$ cat config.mk
export PLATFORM = sky130hd
export DESIGN_NAME = ecall_io_unit
export DESIGN_NICKNAME = d
export VERILOG_FILES = /design/src/rtl/ecall_io_unit.sv
export SDC_FILE = /design/constraint.sdc
export NUM_CORES = 1
export LEC_CHECK = 0
export CELL_PAD_IN_SITES_DETAIL_PLACEMENT = 0
export CELL_PAD_IN_SITES_GLOBAL_PLACEMENT = 1
export CORE_ASPECT_RATIO = 0.75
export CORE_MARGIN = 10
export CORE_UTILIZATION = 37
export DETAILED_ROUTE_END_ITERATION = 6
export PLACE_DENSITY_LB_ADDON = 0.1
export SYNTH_ARGS = -nofsm -noshare
export SYNTH_HDL_FRONTEND = slang
export SYNTH_SLANG_ARGS = --single-unit
$ cat constraint.sdc
create_clock -name clk -period 2.7 [get_ports clk]
set_input_delay 0.81 -clock clk [delete_from_list [all_inputs] [get_ports clk]]
set_output_delay 0.81 -clock clk [all_outputs]
set_load 0.02 [all_outputs]
$ cat src/rtl/ecall_io_unit.sv
// ecall_io_unit: services ecall instructions held in EX (print int, read int,
// exit) and owns the board I/O: a debounced button, eight switches and an
// eight-digit multiplexed seven-segment display.
module ecall_io_unit #(
  parameter logic [19:0] DEBOUNCE_CYCLES = 20'd1000000,
  parameter logic [16:0] REFRESH_DIV     = 17'd100000
) (
  input  logic        clk,
  input  logic        rst,
  input  logic        Ecall,
  input  logic [31:0] a0,
  input  logic [31:0] a7,
  input  logic [7:0]  switches,
  input  logic        button,
  output logic        EcallDone,
  output logic        EcallWrite,
  output logic [31:0] EcallResult,
  output logic        halted,
  output logic [7:0]  seg,
  output logic [7:0]  seg_sel
);

  typedef enum logic [2:0] {
    S_IDLE,
    S_WAIT_PRESS,
    S_DONE,
    S_WAIT_LOW,
    S_HALT
  } state_t;

  // Button path registers
  logic        sync1_q, sync2_q;
  logic        db_q, db_d;
  logic [19:0] dbc_q, dbc_d;
  logic        press_q, press_d;

  // Service FSM registers
  state_t      state_q, state_d;
  logic        done_q, done_d;
  logic        write_q, write_d;
  logic [31:0] result_q, result_d;
  logic        halted_q, halted_d;
  logic [31:0] disp_q, disp_d;

  // Display scan registers
  logic [16:0] ref_q, ref_d;
  logic [2:0]  idx_q, idx_d;
  logic [7:0]  seg_q, seg_d;
  logic [7:0]  sel_q, sel_d;

  // Active-high segment pattern {g,f,e,d,c,b,a} for one hex nibble
  function automatic logic [6:0] hex7(input logic [3:0] n);
    logic [6:0] p;
    case (n)
      4'h0: p = 7'h3F;
      4'h1: p = 7'h06;
      4'h2: p = 7'h5B;
      4'h3: p = 7'h4F;
      4'h4: p = 7'h66;
      4'h5: p = 7'h6D;
      4'h6: p = 7'h7D;
      4'h7: p = 7'h07;
      4'h8: p = 7'h7F;
      4'h9: p = 7'h6F;
      4'hA: p = 7'h77;
      4'hB: p = 7'h7C;
      4'hC: p = 7'h39;
      4'hD: p = 7'h5E;
      4'hE: p = 7'h79;
      default: p = 7'h71;
    endcase
    return p;
  endfunction

  // Debouncer: count disagreement, flip level after DEBOUNCE_CYCLES of it
  always_comb begin
    db_d    = db_q;
    dbc_d   = dbc_q;
    press_d = 1'b0;
    if (sync2_q != db_q) begin
      if (dbc_q == DEBOUNCE_CYCLES - 20'd1) begin
        db_d    = ~db_q;
        dbc_d   = '0;
        press_d = ~db_q;
      end else begin
        dbc_d = dbc_q + 20'd1;
      end
    end else begin
      dbc_d = '0;
    end
  end

  // Button synchronizer, debounced level and press pulse registers
  always_ff @(posedge clk) begin
    if (!rst) begin
      sync1_q <= 1'b0;
      sync2_q <= 1'b0;
      db_q    <= 1'b0;
      dbc_q   <= '0;
      press_q <= 1'b0;
    end else begin
      sync1_q <= button;
      sync2_q <= sync1_q;
      db_q    <= db_d;
      dbc_q   <= dbc_d;
      press_q <= press_d;
    end
  end

  // Service FSM next-state; done/write are set on entry to DONE so they
  // appear as registered one-cycle pulses while DONE is held
  always_comb begin
    state_d  = state_q;
    done_d   = 1'b0;
    write_d  = 1'b0;
    result_d = result_q;
    halted_d = halted_q;
    disp_d   = disp_q;
    case (state_q)
      S_IDLE: begin
        if (Ecall) begin
          if (a7 == 32'd1) begin
            disp_d  = a0;
            done_d  = 1'b1;
            state_d = S_DONE;
          end else if (a7 == 32'd5) begin
            state_d = S_WAIT_PRESS;
          end else if (a7 == 32'd10) begin
            halted_d = 1'b1;
            state_d  = S_HALT;
          end else begin
            done_d  = 1'b1;
            state_d = S_DONE;
          end
        end
      end
      S_WAIT_PRESS: begin
        if (press_q) begin
          result_d = {{24{switches[7]}}, switches};
          write_d  = 1'b1;
          done_d   = 1'b1;
          state_d  = S_DONE;
        end
      end
      S_DONE: begin
        state_d = S_WAIT_LOW;
      end
      S_WAIT_LOW: begin
        if (!Ecall) begin
          state_d = S_IDLE;
        end
      end
      S_HALT: begin
        state_d = S_HALT;
      end
      default: begin
        state_d = S_IDLE;
      end
    endcase
  end

  // Service FSM state and result registers
  always_ff @(posedge clk) begin
    if (!rst) begin
      state_q  <= S_IDLE;
      done_q   <= 1'b0;
      write_q  <= 1'b0;
      result_q <= '0;
      halted_q <= 1'b0;
      disp_q   <= '0;
    end else begin
      state_q  <= state_d;
      done_q   <= done_d;
      write_q  <= write_d;
      result_q <= result_d;
      halted_q <= halted_d;
      disp_q   <= disp_d;
    end
  end

  // Display scan: digit index advances on refresh wrap; segment outputs are
  // re-encoded every cycle so a display update lands within one cycle
  always_comb begin
    ref_d = ref_q + 17'd1;
    idx_d = idx_q;
    if (ref_q == REFRESH_DIV - 17'd1) begin
      ref_d = '0;
      idx_d = idx_q + 3'd1;
    end
    sel_d = ~(8'd1 << idx_q);
    seg_d = {1'b1, ~hex7(disp_q[{idx_q, 2'b00} +: 4])};
  end

  // Display scan registers
  always_ff @(posedge clk) begin
    if (!rst) begin
      ref_q <= '0;
      idx_q <= '0;
      sel_q <= 8'hFE;
      seg_q <= 8'hC0;
    end else begin
      ref_q <= ref_d;
      idx_q <= idx_d;
      sel_q <= sel_d;
      seg_q <= seg_d;
    end
  end

  assign EcallDone   = done_q;
  assign EcallWrite  = write_q;
  assign EcallResult = result_q;
  assign halted      = halted_q;
  assign seg         = seg_q;
  assign seg_sel     = sel_q;

endmodule
* Word level (Yosys, flattened, before mapping)
Memory sizes are Yosys's and may differ from the RTL's.
Cells that the tools add are included.
** Storage, ports and cells
- Output and inout port bits :: 51
- Logic and storage cells :: 65
- Memory bits (read-only) :: 112
- Bits in latches :: 0
- Memories kept :: 1
- Memory bits (writable) :: 0
- Register bits after elaboration :: 106
- Input bits :: 76
** Cells by class
- $mul :: 0
- Div/mod/pow operators :: 0
- Add/sub/neg operators :: 3
- Reduce and logical (&&, ||, !) cells :: 10
- Multiplexer cells :: 13
- Shifts and indexed selects :: 2
- Bitwise logic cells :: 7
- Magnitude comparators :: 0
- Equality and inequality tests :: 13
** Memories
- (no name shown) :: depth 16, bits a word 7, rd ports 1, clocked after Yosys merged registers in 0, wr ports 0, RTL line 54 : case (n)
** Operator list (number)
- equality test 32 x 1 -> 1 bit, second input constant :: 1
- equality test 32 x 3 -> 1 bit, second input constant :: 1
- equality test 32 x 4 -> 1 bit, second input constant :: 1
- variable part select 32 x 6 -> 4 bit :: 1
- adder 20 x 1 -> 20 bit, second input constant :: 1
- equality test 20 bit, second input constant :: 1
- two-way mux 3 bit :: 6
- adder 17 x 1 -> 17 bit, second input constant :: 1
- equality test 17 bit, second input constant :: 1
- one-hot mux 3 bit (5 select lines) :: 1
- AND reduction 3 bit :: 3
- NOT 8 bit :: 1
- << shifter 1 x 3 -> 8 bit, first input constant :: 1
- NOT 7 bit :: 1
- equality test 3 x 2 -> 1 bit, second input constant :: 2
- != test 2 bit, second input constant :: 3
- AND reduction 2 bit :: 3
- two-way mux 1 bit :: 5
- NOT 1 bit :: 5
- AND reduction 5 bit :: 1
- adder 3 x 1 -> 3 bit, second input constant :: 1
- equality test 3 x 1 -> 1 bit, second input constant :: 1
- equality test 3 bit, second input constant :: 1
- zero test 3 bit :: 1
- other kinds (4) :: 4

* Depth between registers and ports, before layout
Gate-level depths: netlist of run 1.
- Depth in word-level cells :: 6
- Mapped depth :: 9
- Gate-level depth less buffers :: 8

* Worst setup path before layout of run 1
No wires, ideal clock.
- Path kind :: in2reg
- Start :: input port a7[8]
- End :: register disp_q[14]
- Data arrival time :: 2205 ps
- Data required time :: 2574 ps
- Path slack :: 369 ps
- Buffers on the path :: 1
- Setup time :: 126 ps
- Stages :: 6
- Path through :: nor4_2 > nand4_2 > nor4_4 > buf_8 > mux2i_1 > nor2_1
** Between the ends
- Word-level cells in the longest chain between the ends :: 2
** Ends and longest elaborated chain
- start: declaration :: RTL line 12 : input logic [31:0] a7,
- equality test 32 x 1 -> 1 bit :: RTL line 122 : if (a7 == 32'd1) begin
- AND reduction 3 bit (no line)
- end signal: assignment :: RTL line 177 : disp_q <= disp_d;
- end: declaration :: RTL line 43 : logic [31:0] disp_q, disp_d;
No other way between the ends.
A chain may end at the register's enable or synchronous reset.

* Worst setup path in the final report of run 1
- Start :: register idx_q[0]
- End :: register seg_q[0], in the netlist seg[0]
** Between the ends
- Word-level cells in the longest chain between the ends :: 3
** Ends and longest elaborated chain
- start: declaration :: RTL line 47 : logic [2:0] idx_q, idx_d;
- start signal: assignment :: RTL line 203 : idx_q <= idx_d;
- variable part select 32 x 6 -> 4 bit :: RTL line 191 : seg_d = {1'b1, ~hex7(disp_q[{idx_q, 2'b00} +: 4])};
- memory read (16 x 7 bit)
- NOT 7 bit :: RTL line 191
- end signal: assignment :: RTL line 205 : seg_q <= seg_d;
- end: declaration :: RTL line 48 : logic [7:0] seg_q, seg_d;
No other way between the ends.

==> results by stage, run 1 <==
STA:
- Summed over all failing endpoints, the final setup total negative slack is 0 ps.
- The final count of pins violating max slew is 0.
- The worst-case headroom to the max-slew limit is 57.65%.
- The share of the clock period used by the worst path is 92.60%.
- The final number of hold-violating endpoints is 0.
- The worst-margin pin slew is 635.2 ps.
- Clock skew on the completed layout was measured at 7.146 ps.
- Setup repair after global routing left no endpoint under its margin.
- The shortest clock period the worst path allows after layout is 2500 ps.
- Setup violations remaining at the end of the flow were counted as 0.
- The achievable clock frequency is 400.0 MHz.

Synth:
- The most common flop cell mapped by yosys is dfxtp_1.
- The portion of netlist area occupied by mux cells is 13.63%.
- For this run, asynchronously set or reset flops after synthesis account for 0%.
- The arithmetic-cell share of the synthesized area counting full adders, half adders and majority gates is 3.554%.
- The fraction of synthesized cell area in xor and xnor cells is 6.398%.
- Synthesis instantiated 61 different standard cells from the library.
- After Yosys synthesis, and, or, nand and nor cells account for 21.33% of the synthesized area.
- The number of synthesized register bits is 105.
- The post-synthesis net count is 596.
- Summing the sequential cell areas from Yosys gives 42.65% of the chip area.
- The post-synthesis instance area is 4928 um2.
- The post-synthesis compound-gate area fraction is 3.960%.
- The gate count of the mapped netlist is 506.
- Yosys mapped a number of flops with a built-in enable equal to 0.
- Each instance of the synthesized netlist takes up on average 9.740 um2.
- After synthesis, the largest family of logic cells by area is simple AND/OR/NAND/NOR gates.
- Yosys printed 0 warnings.

Floorplan:
- The I/O pin count is 127.
- Measured along the y axis, the die boundary spans 120.0 um.
- The row count is 36.
- The initial core utilization is 37.86%.
- The die width is 153.3 um.
- In this run the standard cell core region covers 13020 um2.
- The die footprint is 18380 um2.

Critical path:
- The cell that appears most often on the critical path is nand2_1.
- The cell class contributing the biggest share of worst-path delay is flip-flops.
- The category of the worst setup path capture point is a register.
- At the worst endpoint, the arrival time is 2740 ps.
- The endpoint of the most critical register-to-register path is seg[0]$_SDFF_PN0_.
- The startpoint identified for the worst register-to-register timing path is idx_q[0]$_SDFFE_PN0P_.
- The class of the most critical setup path is reg -> reg.
- The worst register-to-register path has a depth of 9.
- The critical path contains buffers and inverters numbering 2 combined.
- The required arrival time at the worst endpoint is 2940 ps.
- The largest fanout on the critical path is 7.
- The critical path launch point type is a register.
- The reg-to-reg setup timing slack is 200 ps.
- The slowest stage of the critical path is the dfxtp_1 cell.
- The largest single stage delay on the critical path is 560 ps.
- Traced cell by cell, the critical path runs through buf_4, mux4_2, nand2_1, nand2_1, inv_1, ha_1, nand2_1, o31a_1, o221ai_1.

Global routing:
- The via count of the first global-routing pass is 3819.
- Entering global routing, the biggest net connects 33 pins.
- The number of antenna violations at the first check in global routing came to 0.
- The wire length of the first global-routing pass is 19.05 mm.
- The total overflow left after global routing is 0.
- The global-route total usage across every layer is 12.31%.

Clock network:
- TritonCTS created 9 clock buffers.
- The H-tree depth is 3.
- The post-CTS resize count is 0.
- Clock tree synthesis found a total of 105 sinks.
- Counting along the longest clock path gives a buffer depth of 2.
- The TritonCTS clock tree is built.
- The clock insertion delay at the later pin of the skew report is 340 ps.
- Buffers added to address setup during post-CTS repair amount to 0.
- The cell at the root of the clock tree is clkbuf_16.
- Clock-pin slew was measured on the worst setup and hold paths at 70 ps.
- The number of hold buffers added after cts is 0.

Min path:
- The path category of the worst min-delay check is reg -> reg.
- The number of cells on the worst hold path is 1.
- The end point of the most critical hold path is sync2_q$_SDFF_PN0_.
- The startpoint identified for the worst hold timing path is sync1_q$_SDFF_PN0_.

Detailed routing:
- The number of antenna-violating nets in the routed design is 0.
- Routed signal wires occupy layers up through met4.
- The routed design uses 640 um of met3 wire.
- After detailed routing, the average wire length per cell comes to 14.49 um.
- After detailed routing, the number of remaining DRC violations is 0.
- The total vias in the final route is 3747.
- The detail-routed via count per cell is 4.737.
- After the first detailed-routing iteration, the DRC count stood at 153.
- For this block, wires on met1 add up to 5.695 mm.
- The total detailed-routing wirelength is 11.46 mm.
- The wire length on met2 is 5.053 mm.
- For this run, the detailed router's first-pass iteration total came to 4.

Power and ir drop:
- For this design the static power due to leakage is 2.289 nW.
- Summed over all nets, the switching power comes to 629.1 uW.
- The portion of total power attributed to the clock network is 43.4%.
- The largest voltage drop on the vdd net is 0.2697 mV.
- The total power is 3.128 mW.
- The fraction of power spent switching nets is 20.11%.
- For this design the ratio of total power to cell area is 481.6 nW/um2.
- Combinational logic is responsible for 6.4% of the overall power.
- The internal power contribution is 2.499 mW.
- In this run, flip-flops and latches consume 50.2% of the power.

Placement:
- At the end of routability-driven placement, the weighted congestion stood at 0.8157.
- The number of port buffers is 125.
- The placed wire-length estimate after detailed placement is 8.923 mm.
- The count of placed standard cells including taps is 775.

Cells and area:
- 0 antenna diodes ended up in the layout.
- The filler cell count is 1195.
- The register cell area after layout is 2102 um2.
- The post-route netlist has 8.871% of its cells at a drive strength greater than 1.
- The final net count is 705.
- The combined area of the multi-input logic cells is 2417 um2.
- After the flow finishes, the layout carries non-filler instances totaling 791.
- The synthesis-to-layout area growth is 31.81%.

Job:
- The tool flagged a number of max-cap violations equal to 0.

Status:
- The flow ran to the end, and the final reports show no timing, DRC or antenna violations.
cells in the final DEF (no fill, tap or decap), types with 10 or more instances in the layout:
cell             instances
nor2_1                  93
mux2i_1                 48
inv_1                   10
nand3_1                 26
nand2_1                 32
clkdlybuf4s50_1        125
xor2_1                  18
ha_1                    14
dfxtp_1                105
buf_4                   18
xnor2_1                 18
final cells by class:
type | instances | area share (%)
Sequential cell | 105 | 32.36
Multi-Input combinational cell | 343 | 37.21
Inverter | 12 | 0.6934
Timing Repair Buffer | 144 | 21.65
Clock buffer | 11 | 3.582
Tap cell | 171 | 3.294
Clock inverter | 5 | 1.213
state kept, by name, indices dropped and copies added, names as in the netlist, 3 cells and up:
register / flops
ref_q: 17
state_q: 3
seg: 7
disp_q: 32
idx_q: 3
dbc_q: 20
EcallResult: 8
seg_sel: 8
worst register-to-register path, cell delays in order, from the launching register on:
cell      delay [ps]
dfxtp_1          560
buf_4            240
mux4_2           520
nand2_1           90
nand2_1          110
inv_1            160
ha_1             280
nand2_1          110
o31a_1           250
o221ai_1          90
cell usage after synthesis (all sizes together), types with 6 or more instances:
library cell / count / area, um2
nand2: 33 / 126.4
inv: 10 / 37.54
and3: 8 / 50.05
xnor2: 18 / 157.7
ha: 14 / 175.2
mux2i: 49 / 503.0
nor4: 10 / 120.1
nor2: 93 / 349.1
xor2: 18 / 157.7
buf: 38 / 305.3
nor3: 8 / 40.04
mux4: 6 / 135.1
dfxtp: 105 / 2102
nand3: 26 / 130.1
clkbuf: 6 / 42.54
logic make-up (layout without fill, tap and decap cells):
logic type | count (synthesis) | after routing
simple gates | 208 | 208
xor+xnor | 36 | 36
compound gates | 26 | 26
mux | 58 | 58
buf+inv | 58 | 172
fa+ha+maj | 14 | 14
flops | 105 | 105
other cells | 1 | 1
worst max-delay path by stage:
stage | start | to | depth (start not counted)
2_1_floorplan | a7[8] | disp_q[14]$_SDFFE_PN0P_ | 6
3_3_place_gp | a7[8] | disp_q[24]$_SDFFE_PN0P_ | 7
3_5_place_dp | a7[11] | disp_q[5]$_SDFFE_PN0P_ | 7
4_1_cts | idx_q[0]$_SDFFE_PN0P_ | seg[0]$_SDFF_PN0_ | 9
5_1_grt | idx_q[0]$_SDFFE_PN0P_ | seg[0]$_SDFF_PN0_ | 9
6_report | idx_q[0]$_SDFFE_PN0P_ | seg[0]$_SDFF_PN0_ | 9
power by group through the flow:
stage / registers [mW] / clock network [mW] / logic (mW)
after floorplan: 1.60 / 0 / 0.0711
after global placement: 1.61 / 0 / 0.199
after detailed placement: 1.61 / 0 / 0.201
after CTS: 1.57 / 1.40 / 0.202
after global routing: 1.57 / 1.47 / 0.216
final: 1.57 / 1.36 / 0.200
routing by layer:
layer	up-vias	GRT usage [%]
li1	1912	-
met1	1727	16.34
met2	100	19.19
met3	8	4.033
met4	0	2.378
met5	-	0
through the flow:
| stage | area [um2] | hold slack, ps | worst slack, ps | utilization [%] |
|---|---|---|---|---|
| finish | 6496 | 439.8 | 199.8 | 49.90 |
| global route | 6496 | 471.3 | 7.106 | 49.90 |
| CTS | 6496 | 445.2 | 163.9 | 49.90 |
| detailed placement | 6185 | 430.2 | -140.8 | 47.51 |
| global placement | 6185 | 421.5 | -98.16 | 47.51 |
| floorplan | 4928 | 411.9 | 368.7 | - |
No activity file was read; power rests on OpenSTA's default activity.
==> run 2: changes to the inputs <==
--- a/config.mk
+++ b/config.mk
@@ -10,7 +10,10 @@
 export CORE_ASPECT_RATIO = 0.75
 export CORE_MARGIN = 10
 export CORE_UTILIZATION = 37
+export CTS_BUF_LIST = sky130_fd_sc_hd__clkbuf_16
+export CTS_CLUSTER_SIZE = 30
 export DETAILED_ROUTE_END_ITERATION = 6
+export GPL_ROUTABILITY_DRIVEN = 1
 export PLACE_DENSITY_LB_ADDON = 0.1
 export SYNTH_ARGS = -nofsm -noshare
 export SYNTH_HDL_FRONTEND = slang
==> run 2 against run 1 <==
Against the previous run: clock skew unchanged; die area stayed put; clock power is essentially flat; worst setup slack stayed put; hold slack lost 0.76 ps; final cell count did not move; flip-flop and latch count unchanged; critical path type unchanged.
==> results by stage, run 2 (same netlist as run 1, synthesis figures left out) <==
Status:
- The run finished with clean final reports.

Cells and area:
- At the end of the flow the core is filled with cells to 49.90%.
- 0 antenna diodes ended up in the layout.
- The most common cell after layout, fill and taps aside is clkdlybuf4s50_1.
- With fillers left out, the area of the finished cells amounts to 6496 um2.
- In the layout the commonest cells are 125 x clkdlybuf4s50_1, 105 x dfxtp_1, 93 x nor2_1.
- The filler cells instantiated in the layout total 1195.
- The final net count is 705.
- Compared with the post-synthesis result, the final layout area differs by 31.81%.
- Cells with a size suffix above 1 make up 8.871% of the layout.
- The largest registers in the layout are disp_q (32), dbc_q (20), ref_q (17).
- More flip-flops sit in one register than any other, and that register is disp_q.
- The flip-flop count of the largest register after layout is 32.

Power and ir drop:
- In this run the power spent charging and discharging nets is 630.3 uW.
- The register share of total power is 50.3%.
- The leakage power figure is 2.297 nW.
- The fraction of power spent switching nets is 20.19%.
- The logic gate share of total power is 6.4%.
- Total power for the finished layout comes to 3.122 mW.
- The portion of total power attributed to the clock network is 43.3%.
- The largest voltage drop on the vdd net is 0.2693 mV.
- The power density normalized to cell area is 480.6 nW/um2.
- The internal power of the cells totals 2.492 mW.

Critical path:
- The worst setup path is captured at a register.
- The required arrival time at the worst endpoint is 2940 ps.
- The critical path goes through buf_4, mux4_2, nand2_1, nand2_1, inv_1, ha_1, nand2_1, o31a_1, o221ai_1.
- The largest stage delay on the critical path is 560 ps.
- In this design, the critical path's most frequently occurring cell is nand2_1.
- Data on the critical path arrives at its endpoint at 2740 ps.
- The worst register-to-register path has a depth of 9.
- The sum of buffers and inverters on the critical path is 2.
- The class of the most critical setup path is reg -> reg.
- The cell depth of the worst setup path is 9.
- The slowest library cell on the worst path is dfxtp_1.
- The worst register-to-register path has a setup slack of 200 ps.
- The critical path launch point type is a register.
- The largest fanout on the critical path is 7.
- The cell class contributing the biggest share of worst-path delay is flip-flops.

Clock network:
- TritonCTS built the clock tree.
- The clock insertion delay at the later pin of the skew report is 340 ps.
- In this run the clock root is driven by a clkbuf_16.
- The longest clock path from root to sink contains 2 buffers.
- Counting every sink on the clock net gives 105.
- The post-CTS resize count is 0.
- The number of buffers added by the clock tree synthesis step is 9.
- The H-tree depth is 3.
- Buffers added to address setup during post-CTS repair amount to 0.
- In this run, post-CTS hold repair placed 0 buffers.
- The register clock-pin slew on the reported worst setup and hold paths is 70 ps.

Detailed routing:
- The number of DRC violations after detailed routing is 0.
- The number of DRC markers after the initial detailed-route iteration is 154.
- The average detailed-routed wire length per instance is 14.49 um.
- The number of detailed-route iterations in the first pass is 4.
- The total detailed-routing wirelength is 11.46 mm.
- The total vias in the final route is 3741.
- The detail route stage leaves a number of antenna-violating nets equal to 0.
- The detail-routed via count per cell is 4.729.

STA:
- The clock period could shrink to 2500 ps.
- For the final routed database, the setup TNS stands at 0 ps.
- Once routing completed, OpenROAD measured the worst setup slack at 199.8 ps.
- The final count of pins violating max slew is 0.
- The achievable clock frequency is 400.0 MHz.
- For the pin with the worst max-slew slack, the measured transition is 635.2 ps.
- Setup violations remaining at the end of the flow were counted as 0.
- The final worst clock skew is 7.146 ps.
- The worst-case headroom to the max-slew limit is 57.65%.
- Of the available clock period, the critical path in the final layout requires 92.60%.
- The final number of hold-violating endpoints is 0.
- Setup repair after global routing left no endpoint under its margin.

Floorplan:
- The die footprint is 18380 um2.
- The I/O pin count is 127.
- Measured along the y axis, the die boundary spans 120.0 um.
- The die width is 153.3 um.
- The initial core utilization is 37.86%.
- The row count is 36.
- The core region is 13020 um2.

Job:
- The count of max-cap constraint violations is 0.

Min path:
- Counting instances, the worst hold path has a depth of 1.
- The path category of the worst min-delay check is reg -> reg.

Global routing:
- Global routing used 4.033% of the available met3 tracks.
- In the global route stage, met2 resource usage came out at 19.19%.
- The wire length of the first global-routing pass is 19.05 mm.
- The most used routing layer in global routing is met2.
- Summed over all layers, the global routing overflow is 0.
- Entering global routing, the biggest net connects 33 pins.
- The via count of the first global-routing pass is 3819.
- The number of antenna violations at the first check in global routing was 0.
- The global routing met1 resource utilization is 16.34%.
- The global-route total usage across every layer is 12.31%.

Placement:
- The placed instances occupy a cell area of 6185 um2.
- In this run the tool buffered the top-level ports with 125 buffer cells.
- The congestion estimate from routability-driven global placement came to 0.8157.
- The post-placement worst setup slack is -140.8 ps.
- The placed wire-length estimate after detailed placement is 8.923 mm.
run 2: metal layers:
metal / routed length [um] / part of all wire [%] / vias to the layer above
met2: 5051 / 44 / 100
met1: 5701 / 50 / 1721
met5: 0 / 0 / -
met3: 637 / 5.6 / 8
li1: - / - / 1912
met4: 71 / 0.62 / 0
run 2: power groups by stage:
stage | clock network [mW] | registers, mW | logic, mW
global placement | 0 | 1.61 | 0.199
global route | 1.46 | 1.57 | 0.216
CTS | 1.40 | 1.57 | 0.202
detailed placement | 0 | 1.61 | 0.201
floorplan | 0 | 1.60 | 0.0711
finish | 1.35 | 1.57 | 0.200
run 2: layout make-up:
cell class	instances	area (um2)	share of cell area (%)
multi-input combinational	343	2417	37.21
timing repair buffer	144	1406	21.65
clock buffer	9	225.2	3.467
sequential	105	2102	32.36
inverter	12	45.04	0.6934
tap	171	214.0	3.294
clock inverter	7	86.33	1.329
run 2: worst reg2reg max path, cell delays in order, from the launching register on:
cell and delay [ps]:
dfxtp_1 560, buf_4 240, mux4_2 520, nand2_1 90, nand2_1 110, inv_1 160, ha_1 280, nand2_1 110
o31a_1 250, o221ai_1 90
run 2: per-stage QoR:
step | std cells | hold WS [ps]
2_1_floorplan | 506 | 411.9
3_3_place_gp | 775 | 421.5
3_5_place_dp | 775 | 430.2
4_1_cts | 791 | 445.1
5_1_grt | 791 | 471.3
6_report | 791 | 439.0
run 2: path summary, 6_finish.rpt:
path | startpoint | to
worst min register to register | sync1_q$_SDFF_PN0_ | sync2_q$_SDFF_PN0_
worst max register to register | idx_q[0]$_SDFFE_PN0P_ | seg[0]$_SDFF_PN0_
worst max-delay path | idx_q[0]$_SDFFE_PN0P_ | seg[0]$_SDFF_PN0_
worst min-delay path | sync1_q$_SDFF_PN0_ | sync2_q$_SDFF_PN0_
==> run 3: changes to the inputs <==
--- a/config.mk
+++ b/config.mk
@@ -9,7 +9,7 @@
 export CELL_PAD_IN_SITES_GLOBAL_PLACEMENT = 1
 export CORE_ASPECT_RATIO = 0.75
 export CORE_MARGIN = 10
-export CORE_UTILIZATION = 37
+export CORE_UTILIZATION = 32
 export CTS_BUF_LIST = sky130_fd_sc_hd__clkbuf_16
 export CTS_CLUSTER_SIZE = 30
 export DETAILED_ROUTE_END_ITERATION = 6
==> run 3 against run 2 <==
Against the previous run: worst setup slack improved by 48 ps; first-iteration DRC count is 29% lower; sequential share of layout area shrank 0.27 points; clock skew rose by 3.6 ps; combinational power rose by 3%; routed wire length rose by 6.0%; flip-flop and latch count did not move; die area increased by 13%; global-route usage fell by 0.63 points; critical endpoint is now disp_q[30]$_SDFFE_PN0P_.
==> results by stage, run 3 (same netlist as run 1, synthesis figures left out) <==
STA:
- Headroom to the max-slew limit came out at 59.44%.
- The achievable clock frequency is 407.8 MHz.
- The final count of pins violating max slew is 0.
- The routed design could run at a clock period as short as 2452 ps.
- The final worst clock skew is 10.75 ps.
- The worst-margin pin slew is 602.8 ps.
- The final number of hold-violating endpoints is 0.
- The worst-case hold slack is 450.5 ps.
- Setup repair after global routing left no endpoint under its margin.
- The share of the clock period used by the worst path is 90.82%.
- Setup violations remaining at the end of the flow were counted as 0.

Clock network:
- For the worst-skew pair, the clock arrives at the later sink with an insertion delay of 350 ps.
- The number of buffers added by the clock tree synthesis step is 9.
- The post-CTS setup repair buffer count is 0.
- The clock tree synthesis step divided the H-tree into 3 levels.
- The number of sinks driven by the clock tree is 105.
- The register clock-pin slew on the reported worst setup and hold paths is 70 ps.
- Clock tree synthesis selected as its root buffer the cell clkbuf_16.
- No sink is reached through more buffers than the 2 on the longest clock path.
- Hold repair after CTS inserted 0 buffers.
- The TritonCTS clock tree is built.
- In this run, post-CTS repair resized a total of 0 instances.

Min path:
- The path category of the worst min-delay check is reg -> reg.

Detailed routing:
- The number of DRC violations after detailed routing is 0.
- The routed design has 12.15 mm of wire.
- The number of DRC markers after the initial detailed-route iteration is 110.
- The number of detailed-route iterations in the first pass is 4.
- The average detailed-routed wire length per instance is 14.71 um.
- The number of antenna-violating nets in the routed design is 0.
- Dividing the detail-routed via count by the number of cells gives 4.498.
- The total vias in the final route is 3715.

Floorplan:
- The row count is 39.
- The overall die height is 127.5 um.
- The die width is 163.3 um.
- The initial utilization of the core area, before any placement, comes to 32.48%.
- The placeable core region is 15180 um2.
- Pin placement for this block handled 127 I/O pins.
- The die footprint is 20820 um2.

Placement:
- Once placement completed, the tool counted placed cells totaling 811.
- Buffers placed on the I/O ports in this run total 125.
- The placed wire-length estimate after detailed placement is 9.383 mm.
- The weighted congestion reported at the end of routability-driven placement is 0.8418.

Cells and area:
- The register with the most flip-flops in the layout has 32 of them.
- In the layout the commonest cells are 125 x clkdlybuf4s50_1, 105 x dfxtp_1, 93 x nor2_1.
- The synthesis-to-layout area growth is 32.93%.
- Fill cells in the final layout number 1452.
- Leaving out fill and tap cells, the most frequent cell in the layout is clkdlybuf4s50_1.
- The number of antenna diodes in the final layout is 0.
- In the final design database the tool counted 707 nets.
- The largest register by flop count is disp_q.
- The share of final-layout standard cells stronger than drive strength 1 is 9.018%.
- For this run, the number of standard cells in the final layout without fillers is 826.
- In the final layout, the registers with the most flip-flops are disp_q (32), dbc_q (20), ref_q (17).

Power and ir drop:
- Summing internal, switching and leakage power gives 3.057 mW.
- The portion of total power attributed to the clock network is 41.9%.
- Combinational logic burns 6.7% of the power.
- The internal portion of the total power is 2.399 mW.
- In this run the static leakage power is 2.292 nW.
- The power density normalized to cell area is 466.6 nW/um2.
- VDD sags by at most 0.3787 mV.
- For this design the total switching power over the nets is 658.4 uW.
- The register share of total power is 51.4%.
- In this run switching power makes up 21.54% of total power.

Global routing:
- The maximum number of pins on one net before global-route repair is 33.
- The wire length of the first global-routing pass is 19.58 mm.
- Global routing consumed, over all layers together, 11.68% of the routing resources.
- The number of antenna violations at the first check in global routing is 0.
- The via count of the first global-routing pass was 3729.
- The overall overflow remaining after global route is 0.

Status:
- The run finished with clean final reports.

Critical path:
- STA puts the critical path data arrival time at 2690 ps.
- The largest fanout on the critical path is 32.
- The category of the worst setup path capture point is a register.
- The class of the most critical setup path is in -> reg.
- Data on the critical path is required at its endpoint by 2940 ps.
- The worst setup path is launched from an input port.

Job:
- The count of max-cap constraint violations is 0.
==> run 3: final timing paths <==
kind                          from                       to  slack (ps)  cells after the start
max reg2reg  idx_q[0]$_SDFFE_PN0P_        seg[0]$_SDFF_PN0_         300                      9
min            dbc_q[0]$_SDFF_PP0_      dbc_q[0]$_SDFF_PP0_         450                      1
max                          a7[8]  disp_q[30]$_SDFFE_PN0P_         250                      7
min reg2reg    dbc_q[0]$_SDFF_PP0_      dbc_q[0]$_SDFF_PP0_         450                      1
==> run 3: area by class of cell <==
| type | count | area, um2 | area share, % |
|---|---|---|---|
| multi-input combinational | 343 | 2417 | 36.90 |
| sequential | 105 | 2102 | 32.09 |
| timing repair buffer | 146 | 1446 | 22.08 |
| tap | 205 | 256.5 | 3.915 |
| clock buffer | 9 | 225.2 | 3.438 |
| clock inverter | 6 | 58.81 | 0.8976 |
| inverter | 12 | 45.04 | 0.6875 |
==> run 3: stage by stage <==
step	setup WS [ps]	setup TNS, ps	instance area [um2]	utilization (%)
finish	247.9	0	6551	43.17
global route	73.17	0	6551	43.17
CTS	242.6	0	6551	43.17
detailed placement	-109.0	-3070	6267	41.30
global placement	-94.07	-2073	6267	41.30
floorplan	368.7	0	4928	-
==> run 3: metal layers <==
layer  share of wire (%)  track usage, %
met1                  48           14.91
met2                  43           17.72
met3                 7.7           5.231
met4                0.87           2.540
met5                   0               0
==> run 3: power by group through the flow <==
stage	clock network [mW]	registers [mW]	logic, mW
after floorplan	0	1.60	0.0711
after detailed placement	0	1.61	0.207
after global routing	1.41	1.57	0.223
final	1.28	1.57	0.206
after global placement	0	1.61	0.205
after CTS	1.33	1.57	0.208
==> run 3: worst max-delay path, stage by stage <==
cell and delay (ps):
clkdlybuf4s50_1 420, nor4_2 350, nand4_2 190, nor4_4 340, buf_12 270, mux2i_1 220, nor2_1 50
